**src/rtl/cuckoo_pkg.sv**
```systemverilog
// cuckoo_pkg: width constants, empty-key sentinel and driver states shared with the table
package cuckoo_pkg;
  localparam int KEY_WIDTH = 33;
  localparam int VALUE_WIDTH = 32;
  localparam int NUM_OFFSETS = 8;
  localparam int OFF_WIDTH = $clog2(NUM_OFFSETS);
  localparam logic [KEY_WIDTH-1:0] EMPTY_KEY = '0;
  typedef enum logic [2:0] {IDLE, WRITE, PROBE, RESTORE, DRAIN, RESP} state_t;
endpackage

```
**src/rtl/cuckoo_req_driver_if.sv**
```systemverilog
// cuckoo_req_driver_if: command, response and table-port signals of the request driver
interface cuckoo_req_driver_if;
  import cuckoo_pkg::*;
  logic cmd_valid;
  logic cmd_ready;
  logic cmd_write;
  logic [KEY_WIDTH-1:0] cmd_key;
  logic [NUM_OFFSETS-1:0] cmd_mask;
  logic [NUM_OFFSETS*VALUE_WIDTH-1:0] cmd_data;
  logic rsp_valid;
  logic rsp_ready;
  logic [NUM_OFFSETS*VALUE_WIDTH-1:0] rsp_data;
  logic rsp_collision;
  logic rsp_err;
  logic [KEY_WIDTH-1:0] tbl_key;
  logic [OFF_WIDTH-1:0] tbl_offset;
  logic [VALUE_WIDTH-1:0] tbl_value;
  logic [VALUE_WIDTH-1:0] tbl_lookup_result;
  logic tbl_collision;
  modport master (
    input cmd_valid, cmd_write, cmd_key, cmd_mask, cmd_data, rsp_ready, tbl_lookup_result, tbl_collision,
    output cmd_ready, rsp_valid, rsp_data, rsp_collision, rsp_err, tbl_key, tbl_offset, tbl_value
  );
  modport slave (
    output cmd_valid, cmd_write, cmd_key, cmd_mask, cmd_data, rsp_ready, tbl_lookup_result, tbl_collision,
    input cmd_ready, rsp_valid, rsp_data, rsp_collision, rsp_err, tbl_key, tbl_offset, tbl_value
  );
endinterface

```
**src/rtl/cuckoo_mask_scan.sv**
```systemverilog
// cuckoo_mask_scan: lowest set mask bit strictly above cur; done when none remains
module cuckoo_mask_scan import cuckoo_pkg::*; (
  input  logic [NUM_OFFSETS-1:0] mask,
  input  logic [OFF_WIDTH-1:0]   cur,
  output logic [OFF_WIDTH-1:0]   nxt,
  output logic                   done
);
  always_comb begin
    nxt = cur;
    done = 1'b1;
    for (int i = NUM_OFFSETS - 1; i >= 0; i--)
      if (i > int'(cur) && mask[i]) begin
        nxt = OFF_WIDTH'(i);
        done = 1'b0;
      end
  end
endmodule

```
**src/rtl/cuckoo_req_driver.sv**
```systemverilog
// cuckoo_req_driver: serializes whole-record commands into per-offset table beats, one 256-bit response each
module cuckoo_req_driver import cuckoo_pkg::*; (
  input logic clk,
  input logic rst,
  cuckoo_req_driver_if.master bus
);
  state_t state, state_nxt;
  logic [KEY_WIDTH-1:0] key;
  logic [NUM_OFFSETS-1:0] mask, scan_mask;
  logic [NUM_OFFSETS*VALUE_WIDTH-1:0] data, rsp_buf;
  logic [OFF_WIDTH-1:0] off, scan_cur, scan_nxt;
  logic col_base, scan_done, idle, beat, accept, no_beats, rsp_col, err;
  always_comb begin
    idle = state == IDLE;
    beat = state == WRITE || state == PROBE || state == RESTORE;
    accept = idle && bus.cmd_valid;
    no_beats = bus.cmd_key == EMPTY_KEY || (bus.cmd_write && bus.cmd_mask == '0);
    scan_mask = idle ? bus.cmd_mask : mask;
    scan_cur = idle ? '0 : off;
  end
  cuckoo_mask_scan u_scan (
    .mask(scan_mask),
    .cur (scan_cur),
    .nxt (scan_nxt),
    .done(scan_done)
  );
  always_ff @(posedge clk or posedge rst) begin
    if (rst) state <= IDLE;
    else state <= state_nxt;
  end
  always_comb begin
    state_nxt = state;
    case (state)
      IDLE:    if (bus.cmd_valid) state_nxt = no_beats ? RESP : bus.cmd_write ? WRITE : PROBE;
      WRITE:   if (scan_done) state_nxt = DRAIN;
      PROBE:   state_nxt = RESTORE;
      RESTORE: state_nxt = off == OFF_WIDTH'(NUM_OFFSETS - 1) ? DRAIN : PROBE;
      DRAIN:   state_nxt = RESP;
      RESP:    if (bus.rsp_ready) state_nxt = IDLE;
      default: state_nxt = IDLE;
    endcase
  end
  // the restore beat writes back the value the probe just displaced, captured into the response at the same edge
  always_ff @(posedge clk or posedge rst) begin
    if (rst) begin
      key <= '0;
      mask <= '0;
      data <= '0;
      off <= '0;
      col_base <= 1'b0;
      rsp_buf <= '0;
      rsp_col <= 1'b0;
      err <= 1'b0;
    end else if (accept) begin
      key <= bus.cmd_key;
      mask <= bus.cmd_mask;
      data <= bus.cmd_data;
      col_base <= bus.tbl_collision;
      off <= (!bus.cmd_write || bus.cmd_mask[0]) ? '0 : scan_nxt;
      rsp_buf <= '0;
      rsp_col <= 1'b0;
      err <= bus.cmd_key == EMPTY_KEY;
    end else if (state == WRITE) begin
      off <= scan_nxt;
    end else if (state == RESTORE) begin
      rsp_buf[off*VALUE_WIDTH +: VALUE_WIDTH] <= bus.tbl_lookup_result;
      off <= off + 1'b1;
    end else if (state == DRAIN) begin
      rsp_col <= bus.tbl_collision && !col_base;
    end
  end
  always_comb begin
    bus.cmd_ready = idle;
    bus.rsp_valid = state == RESP;
    bus.rsp_data = rsp_buf;
    bus.rsp_collision = rsp_col;
    bus.rsp_err = err;
    bus.tbl_key = beat ? key : EMPTY_KEY;
    bus.tbl_offset = beat ? off : '0;
    bus.tbl_value = state == WRITE ? data[off*VALUE_WIDTH +: VALUE_WIDTH] :
                    state == RESTORE ? bus.tbl_lookup_result : '0;
  end
endmodule

```
**src/flat_wrapper.sv**
```systemverilog
// flat-port wrapper written by rule: the top's interface ports become plain ports
module cuckoo_req_driver_flat import cuckoo_pkg::*;
  (clk, rst, bus_cmd_valid, bus_cmd_write, bus_cmd_key, bus_cmd_mask, bus_cmd_data, bus_rsp_ready, bus_tbl_lookup_result, bus_tbl_collision, bus_cmd_ready, bus_rsp_valid, bus_rsp_data, bus_rsp_collision, bus_rsp_err, bus_tbl_key, bus_tbl_offset, bus_tbl_value);
  cuckoo_req_driver_if bus_i ();
  input logic clk;
  input logic rst;
  input wire logic [$bits(bus_i.cmd_valid)-1:0] bus_cmd_valid;
  input wire logic [$bits(bus_i.cmd_write)-1:0] bus_cmd_write;
  input wire logic [$bits(bus_i.cmd_key)-1:0] bus_cmd_key;
  input wire logic [$bits(bus_i.cmd_mask)-1:0] bus_cmd_mask;
  input wire logic [$bits(bus_i.cmd_data)-1:0] bus_cmd_data;
  input wire logic [$bits(bus_i.rsp_ready)-1:0] bus_rsp_ready;
  input wire logic [$bits(bus_i.tbl_lookup_result)-1:0] bus_tbl_lookup_result;
  input wire logic [$bits(bus_i.tbl_collision)-1:0] bus_tbl_collision;
  output wire logic [$bits(bus_i.cmd_ready)-1:0] bus_cmd_ready;
  output wire logic [$bits(bus_i.rsp_valid)-1:0] bus_rsp_valid;
  output wire logic [$bits(bus_i.rsp_data)-1:0] bus_rsp_data;
  output wire logic [$bits(bus_i.rsp_collision)-1:0] bus_rsp_collision;
  output wire logic [$bits(bus_i.rsp_err)-1:0] bus_rsp_err;
  output wire logic [$bits(bus_i.tbl_key)-1:0] bus_tbl_key;
  output wire logic [$bits(bus_i.tbl_offset)-1:0] bus_tbl_offset;
  output wire logic [$bits(bus_i.tbl_value)-1:0] bus_tbl_value;
  assign bus_i.cmd_valid = bus_cmd_valid;
  assign bus_i.cmd_write = bus_cmd_write;
  assign bus_i.cmd_key = bus_cmd_key;
  assign bus_i.cmd_mask = bus_cmd_mask;
  assign bus_i.cmd_data = bus_cmd_data;
  assign bus_i.rsp_ready = bus_rsp_ready;
  assign bus_i.tbl_lookup_result = bus_tbl_lookup_result;
  assign bus_i.tbl_collision = bus_tbl_collision;
  assign bus_cmd_ready = bus_i.cmd_ready;
  assign bus_rsp_valid = bus_i.rsp_valid;
  assign bus_rsp_data = bus_i.rsp_data;
  assign bus_rsp_collision = bus_i.rsp_collision;
  assign bus_rsp_err = bus_i.rsp_err;
  assign bus_tbl_key = bus_i.tbl_key;
  assign bus_tbl_offset = bus_i.tbl_offset;
  assign bus_tbl_value = bus_i.tbl_value;
  cuckoo_req_driver u_core (.clk(clk), .rst(rst), .bus(bus_i));
endmodule
```
**config.mk**
```make
export PLATFORM = sky130hd
export DESIGN_NAME = cuckoo_req_driver_flat
export DESIGN_NICKNAME = d
export VERILOG_FILES = /design/src/rtl/cuckoo_pkg.sv /design/src/rtl/cuckoo_req_driver_if.sv /design/src/rtl/cuckoo_mask_scan.sv /design/src/rtl/cuckoo_req_driver.sv /design/src/flat_wrapper.sv
export SDC_FILE = /design/constraint.sdc
export NUM_CORES = 1
export LEC_CHECK = 0
export ABC_AREA = 1
export BUFFER_PORTS_ARGS = -buffer_cell sky130_fd_sc_hd__buf_2
export CAP_MARGIN = 40
export CORE_AREA = 2 2 255 257
export CTS_CLUSTER_SIZE = 14
export DETAILED_ROUTE_END_ITERATION = 8
export DIE_AREA = 0 0 257 259
export GPL_ROUTABILITY_DRIVEN = 0
export PLACE_DENSITY = 0.66
export REMOVE_ABC_BUFFERS = 1
export SLEW_MARGIN = 25
export SYNTH_ARGS = -nofsm -noshare
export SYNTH_HDL_FRONTEND = slang
export SYNTH_HIERARCHICAL = 1
export SYNTH_SLANG_ARGS = --single-unit
```
**constraint.sdc**
```tcl
create_clock -name clk -period 43 [get_ports clk]
set_clock_uncertainty 0.1 [all_clocks]
set_input_delay 2.15 -clock clk [delete_from_list [all_inputs] [get_ports clk]]
set_output_delay 2.15 -clock clk [all_outputs]
set_load 0.02 [all_outputs]
```
After elaboration in Yosys (flattened, before gate mapping) --
Index checks and enable logic that the tools add are counted.
Storage, ports and cells: flip-flop bits (word level) 562, latch bits 0, RAM bits 0, bits in read-only memories 0, input bits 335, word-level logic and storage cells 96, memories 0
Operators by class: add/subtract/negate cells 2, multipliers 0, divide/modulo/power cells 0, magnitude comparators 7, equal/unequal tests 11, shift operators 3, muxes and demuxes 39, bitwise operators 0, reduce and logical (&&, ||, !) cells 25
Operator list (count):
- two-way mux 256 bit | 3
- bitwise mux 256 bit | 1
- variable shift 32 x 34 -> 256 bit (first input constant) | 1
- indexed part select 256 x 9 -> 32 bit | 1
- indexed part select 32 x 34 -> 256 bit | 1
- two-way mux 32 bit | 2
- two-way mux 3 bit | 18
- negation 8 -> 34 bit | 1
- logical NOT 33 bit | 1
- two-way mux 33 bit | 1
- one-hot mux 3 bit (6 select lines) | 1
- > comparator 3 bit (first input constant) | 4
- two-way mux 1 bit | 11
- logical AND 1 bit | 10
- == test 3 bit (second input constant) | 3
- logical NOT 8 bit | 1
- two-way mux 8 bit | 1
- == test 3 x 2 -> 1 bit (second input constant) | 2
- > comparator 2 x 3 -> 1 bit (first input constant) | 2
- != test 2 x 1 -> 1 bit (second input constant) | 3
- AND reduction 3 bit | 2
- logical OR 1 bit | 4
- != test 2 bit (second input constant) | 2
- nonzero test 2 bit | 2
- 8 further kinds | 9

Longest topological paths before layout --
Gate-level depths: netlist of run 1.
word-level depth 13, mapped depth 16, gate-level depth less buffers 15

Cells and area by module --
The synthesis of run 1 kept the hierarchy.
Modules (own cells, without submodules):
- cuckoo_req_driver | instances 1, cells an instance 2953, area an instance 24766.3 um^2
- cuckoo_mask_scan | instances 1, cells an instance 38, area an instance 178.9 um^2

Worst setup path after synthesis of run 1 --
Ideal clock, no wire load.
path type input to output, start point input bus_tbl_lookup_result[12], end point output bus_tbl_value[12], arrival 2.692 ns, slack 38.058 ns, cell stages on the path 2, buffers on the path 0, cells stage by stage inv_1 o21ai_0
On the way: longest elaborated chain between the ends 2
RTL lines:
- start: declaration | line flat_wrapper.sv:13 | input wire logic [$bits(bus_i.tbl_lookup_result)-1:0] bus_tbl_lookup_result;
- two-way mux 32 bit | line cuckoo_req_driver.sv:81 | state == RESTORE ? bus.tbl_lookup_result : '0;
- two-way mux 32 bit | line cuckoo_req_driver.sv:80 | bus.tbl_value = state == WRITE ? data[off*VALUE_WIDTH +: VALUE_WIDTH] :
- end: declaration | line flat_wrapper.sv:22 | output wire logic [$bits(bus_i.tbl_value)-1:0] bus_tbl_value;
Every way passes these cells.

Worst setup path in the final report of run 1 --
start point register u_core.off[0], end point output bus_tbl_value[31]
On the way: longest elaborated chain between the ends 2
RTL lines:
- start: declaration | line cuckoo_req_driver.sv:11 | logic [OFF_WIDTH-1:0] off, scan_cur, scan_nxt;
- start signal: assignment | line cuckoo_req_driver.sv:59 | off <= (!bus.cmd_write || bus.cmd_mask[0]) ? '0 : scan_nxt;
- start signal: assignment | line cuckoo_req_driver.sv:64 | off <= scan_nxt;
- start signal: assignment | line cuckoo_req_driver.sv:67 | off <= off + 1'b1;
- indexed part select 256 x 9 -> 32 bit | line cuckoo_req_driver.sv:80
- two-way mux 32 bit | line cuckoo_req_driver.sv:80
Every way passes these cells.

==> impl_metrics.yaml, run 1 <==
clock_network:
  numCtsBuffers: 66
  root_buffer: "clkbuf_16"
  clock_latency_ns: 0.59
  cts.repair.resized: 0
  cts_buffer_depth: 3
  postCtsHoldBufs: 0
  postCtsSetupRepairBufs: 0
  htree_levels: 3
  cts_tree: "done"
  clk_pin_slew_ns: 0.07
  cts.sinks: 561
setup_path:
  cp_max_fo: 75
  rr_endpoint: "u_core/bus.rsp_data[215]"
  cp_data_arrival_time_ns: 4.00
  critPathKind: "reg -> out"
  cp-end-kind: "output pin"
  cp-start-kind: "flop"
  required_ns: 40.75
  critPathLaunch: "u_core/off[0]"
  r2r_start: "u_core/off[0]"
  reg2reg_slack_ns: 38.56
  r2r_cells: 11
cells_and_area:
  drive_gt1_share_pct: 24.2
  fillers: 6207
  final-seq-area_um2: 14000
  fin_nets: 3917
  fin_cells: 4491
  synthToLayoutAreaGrowth_pct: 27.0
  fin_area_um2: 31600
  multi_input_area_um2: 8480
timing:
  rsz0062_at_grt: "false"
  maxSlewViolCount: 0
  min_period_ns: 6.25
  worst_pin_slew_ns: 0.944
  max_freq_mhz: 160
  final-setup-viol-count: 0
  tns_ns: 0
  slew_headroom_pct: 37.1
  hold_viol: 0
  fin_crit_sh_pct: 14.5
global_route:
  first_global_vias: 22449
  antenna_found_initial: 10
  overflow: 0
  grt.total_usage_pct: 27.5
  grt_pass1_wl_um: 139000
  grt_max_degree: 156
pwr:
  p_leak_uw: 0.0165
  peakVddDrop_uv: 44.8
  powerDensity_nw_per_um2: 72.9
routing:
  num_vias: 23052
  wl_um: 93800
  drtIter0Drc: 1756
  first_pass_iters: 5
  drc: 0
  wl_per_cell_um: 20.9
  viasPerCell: 5.13
  antenna_left: 0
worst_hold_path:
  holdPathStages: 1
  hp-start: "u_core/col_base"
  min_to: "u_core/bus.rsp_collision"
  hp-class: "reg -> reg"
yosys:
  ys_warn_count: 6
  syn_area_um2: 24900
  synthCells: 2985
  syn_area_per_cell_um2: 8.34
die:
  io_pins: 663
  rows: 93
  initial_utilization_pct: 39.0
  coreArea_um2: 63900
  dieHeight_um: 259
  die_w_um: 257
  fp.dieArea_um2: 66600
placement:
  numPlacedInstances: 4362
  portBuffers: 662
  hpwl_um: 65100
  dpl_cell_area_um2: 29200
run:
  maxCapViolations: 0
outcome:
  outcome: "finished, final reports clean"
==> layer usage <==
metal | wire length (um) | share of wire [%] | GRT usage [%]
met1 | 36800 | 39 | 34.4
met2 | 45400 | 48 | 45.9
met3 | 8390 | 8.9 | 7.83
met4 | 3140 | 3.4 | 9.48
met5 | 42 | 0.045 | 0
==> worst max-delay path by stage <==
stage,end,slack [ns],depth (start not counted)
after floorplan,u_core/bus.rsp_collision,25.06,1
after global placement,bus_tbl_value[14],37.31,8
after detailed placement,bus_tbl_value[31],37.44,9
after CTS,bus_tbl_value[31],36.77,9
after global routing,bus_tbl_value[31],36.53,9
final,bus_tbl_value[31],36.75,9
==> layout by cell type (no fill, tap or decap), types with 12 or more instances in the layout <==
cell type,count
nand3_1,121
nor3_1,15
buf_16,12
nor2_1,115
a21oi_1,66
clkbuf_8,14
inv_1,413
buf_2,662
nand2_1,830
o21ai_0,299
o21ai_1,52
clkbuf_16,67
dfrtp_1,558
o22ai_1,192
buf_4,35
o211ai_1,64
==> power by group <==
part	switching [uW]	internal (uW)	total (uW)
logic	652	268	920
clock network	234	367	600
registers	94.5	689	784
total	980	1320	2300
==> critical path, stage by stage (launching register included) <==
cell     delay [ns]
dfrtp_4        0.89
buf_4          0.75
buf_4          0.50
buf_12         0.31
a21oi_1        0.10
o21ai_0        0.11
nand3_1        0.09
nand3_1        0.23
o21ai_0        0.15
buf_2          0.18
==> registers in the layout, summed over array words and instances, names as in the netlist <==
register	count
u_core/data	256
u_core/bus.rsp_err	1
u_core/state	3
u_core/bus.rsp_collision	1
u_core/col_base	1
u_core/key	33
u_core/bus.rsp_data	256
u_core/mask	7
u_core/off	3
==> stage by stage <==
step	hold WS [ns]	util, %	setup slack, ns	power [uW]
after floorplan	0.336	-	25.06	1350
after global placement	0.339	45.1	37.31	1660
after detailed placement	0.348	45.8	37.44	1700
after CTS	0.357	49.4	36.77	2310
after global routing	0.375	49.5	36.53	2450
final	0.355	49.5	36.75	2300
==> area by class of cell <==
class / instances / share of cell area, %
diodes: 9 / 0.0712
clock buffers: 89 / 6.00
repair buffers: 718 / 12.9
flip-flops and latches: 561 / 44.4
clock inverters: 29 / 1.37
multi-input cells: 1805 / 26.8
inverters: 425 / 5.07
well taps: 855 / 3.38
No activity file was read; power rests on OpenSTA's default activity.
==> run 2: changes to the inputs <==
--- a/config.mk
+++ b/config.mk
@@ -5,15 +5,15 @@
 export SDC_FILE = /design/constraint.sdc
 export NUM_CORES = 1
 export LEC_CHECK = 0
-export ABC_AREA = 1
+export ABC_AREA = 0
 export BUFFER_PORTS_ARGS = -buffer_cell sky130_fd_sc_hd__buf_2
 export CAP_MARGIN = 40
-export CORE_AREA = 2 2 255 257
+export CORE_AREA = 2 2 259 261
 export CTS_CLUSTER_SIZE = 14
 export DETAILED_ROUTE_END_ITERATION = 8
-export DIE_AREA = 0 0 257 259
+export DIE_AREA = 0 0 261 263
 export GPL_ROUTABILITY_DRIVEN = 0
-export PLACE_DENSITY = 0.66
+export PLACE_DENSITY = 0.64
 export REMOVE_ABC_BUFFERS = 1
 export SLEW_MARGIN = 25
 export SYNTH_ARGS = -nofsm -noshare
==> constraint.sdc (replaced) <==
create_clock -name clk -period 6.1 [get_ports clk]
set_clock_uncertainty 0.1 [all_clocks]
set_input_delay 0.305 -clock clk [delete_from_list [all_inputs] [get_ports clk]]
set_output_delay 0.305 -clock clk [all_outputs]
set_load 0.02 [all_outputs]
==> run 2 against run 1 <==
  * Setup slack got worse by 35 ns
  * Non-clock buffer count is 311 higher
  * Clock power grew to 6.6 times the previous value
  * Cell count decreased by 2.9%
  * Sequential share of layout area is 2.8 points lower
  * Design area increased by 6.8%
  * Via count shrank 1.7%
  * Global-route usage fell by 1.9 points
  * Synthesized cell count shrank 16%
  * Count of clock-buffer cells in the layout grew 6
  * Area after synthesis shrank 2.8%
  * Sequential power increased to 8.1 times the previous value
  * Highest routed layer is now met4
==> impl_metrics.yaml, run 2 <==
clock_network:
  postCtsSetupRepairBufs: 0
  cts_buffer_depth: 3
  postCtsHoldBufs: 328
  clk_pin_slew_ns: 0.06
  numCtsBuffers: 66
  clock_latency_ns: 0.59
  htree_levels: 3
  cts.sinks: 561
  cts_tree: "done"
  cts.repair.resized: 0
  root_buffer: "clkbuf_16"
die:
  die_w_um: 261
  coreArea_um2: 65600
  io_pins: 663
  initial_utilization_pct: 36.9
  rows: 94
  dieHeight_um: 263
  fp.dieArea_um2: 68600
timing:
  tns_ns: 0
  fin_crit_sh_pct: 69.0
  worst_pin_slew_ns: 1.04
  maxSlewViolCount: 0
  max_freq_mhz: 238
  rsz0062_at_grt: "false"
  hold_viol: 0
  final-setup-viol-count: 0
  min_period_ns: 4.21
  slew_headroom_pct: 30.8
routing:
  first_pass_iters: 5
  wl_per_cell_um: 20.4
  drc: 0
  wl_um: 89000
  num_vias: 22665
  drtIter0Drc: 2108
  viasPerCell: 5.20
  antenna_left: 0
pwr:
  p_leak_uw: 0.0176
  power_frac_clock_pct: 21.7
  seq_power_share_pct: 34.8
  powerDensity_nw_per_um2: 541
  p_int_uw: 10600
  switching_share_pct: 42.0
  p_comb_share_pct: 43.5
  peakVddDrop_uv: 271
  p_sw_uw: 7680
setup_path:
  cp_data_arrival_time_ns: 3.80
  required_ns: 5.69
  crit_top_cell: "buf_4"
  reg2reg_slack_ns: 2.21
  slowest_stage: "dfrtp_1"
  path_delay_family: "buffers and inverters"
  r2r_start: "u_core/off[0]"
  cp-start-kind: "flop"
  path_cells: "clkinv_1 -> buf_4 -> nand2_1 -> buf_4 -> o22ai_1 -> nor3_1 -> buf_2"
  critPathLaunch: "u_core/state[1]"
  cp_max_fo: 24
  crit_buf_inv: 4
  critPathKind: "reg -> out"
  max_stage_delay_ns: 0.64
  cp-end-kind: "output pin"
cells_and_area:
  fin_nets: 3773
  final-seq-area_um2: 14000
  drive_gt1_share_pct: 26.4
  final_common_cell: "nand2_1"
  fillers: 5759
  multi_input_area_um2: 9290
  synthToLayoutAreaGrowth_pct: 39.7
  final_cell_mix: "nand2_1, buf_2, dfrtp_1"
  fin_cells: 4362
outcome:
  outcome: "finished, final reports clean"
placement:
  numPlacedInstances: 3897
  hpwl_um: 57500
  portBuffers: 662
global_route:
  grt.total_usage_pct: 25.7
  grt_pass1_wl_um: 136000
  overflow: 0
  antenna_found_initial: 13
  first_global_vias: 22960
  grt_max_degree: 213
yosys:
  syn_area_um2: 24200
  syn_area_per_cell_um2: 9.60
  synthCells: 2521
  ys_warn_count: 6
worst_hold_path:
  hp-class: "in -> reg"
  hp-start: "bus_tbl_lookup_result[24]"
run:
  maxCapViolations: 0
run 2: cell type report:
type | count | share of cell area [%]
Tap cell | 864 | 3.20
Clock buffer | 95 | 5.75
Inverter | 10 | 0.133
Timing Repair Buffer | 1029 | 21.0
Sequential cell | 561 | 41.6
Antenna cell | 16 | 0.119
Multi-Input combinational cell | 1765 | 27.5
Clock inverter | 22 | 0.718
run 2: final timing paths:
check | cells after the start | end
max | 7 | bus_tbl_value[31]
min | 2 | u_core/bus.rsp_data[24]
max reg2reg | 8 | u_core/bus.rsp_data[79]
min reg2reg | 2 | u_core/key[12]
max in group asynchronous | 4 | u_core/data[243]
min in group asynchronous | 3 | u_core/bus.rsp_data[249]
run 2: power groups by stage:
stage	clock network (uW)	logic (uW)	registers, uW
after floorplan	0	4450	6940
after global placement	0	7520	6340
after detailed placement	0	7680	6380
after CTS	4060	7870	6330
after global routing	4200	8650	6560
final	3970	7940	6360
run 2: per-stage QoR:
step	hold WS, ns	total power (uW)	area [um2]	worst slack [ns]	util, %
floorplan	0.310	11400	23300	-9.99	-
global placement	0.350	13900	28000	2.20	42.7
detailed placement	0.354	14100	28200	2.09	42.9
CTS	0.00325	18300	33700	1.93	51.3
global route	0.00874	19400	33800	1.69	51.5
finish	0.00528	18300	33800	1.89	51.5
run 2: metal layers:
layer  track usage [%]  wire length [um]  vias up  share of wire [%]
li1                  -                 -    10257                  -
met1              32.3             35100    11028                 39
met2              40.8             42300     1049                 48
met3              5.68              6350      331                7.1
met4              14.6              5240        0                5.9
met5                 0                 0        -                  0
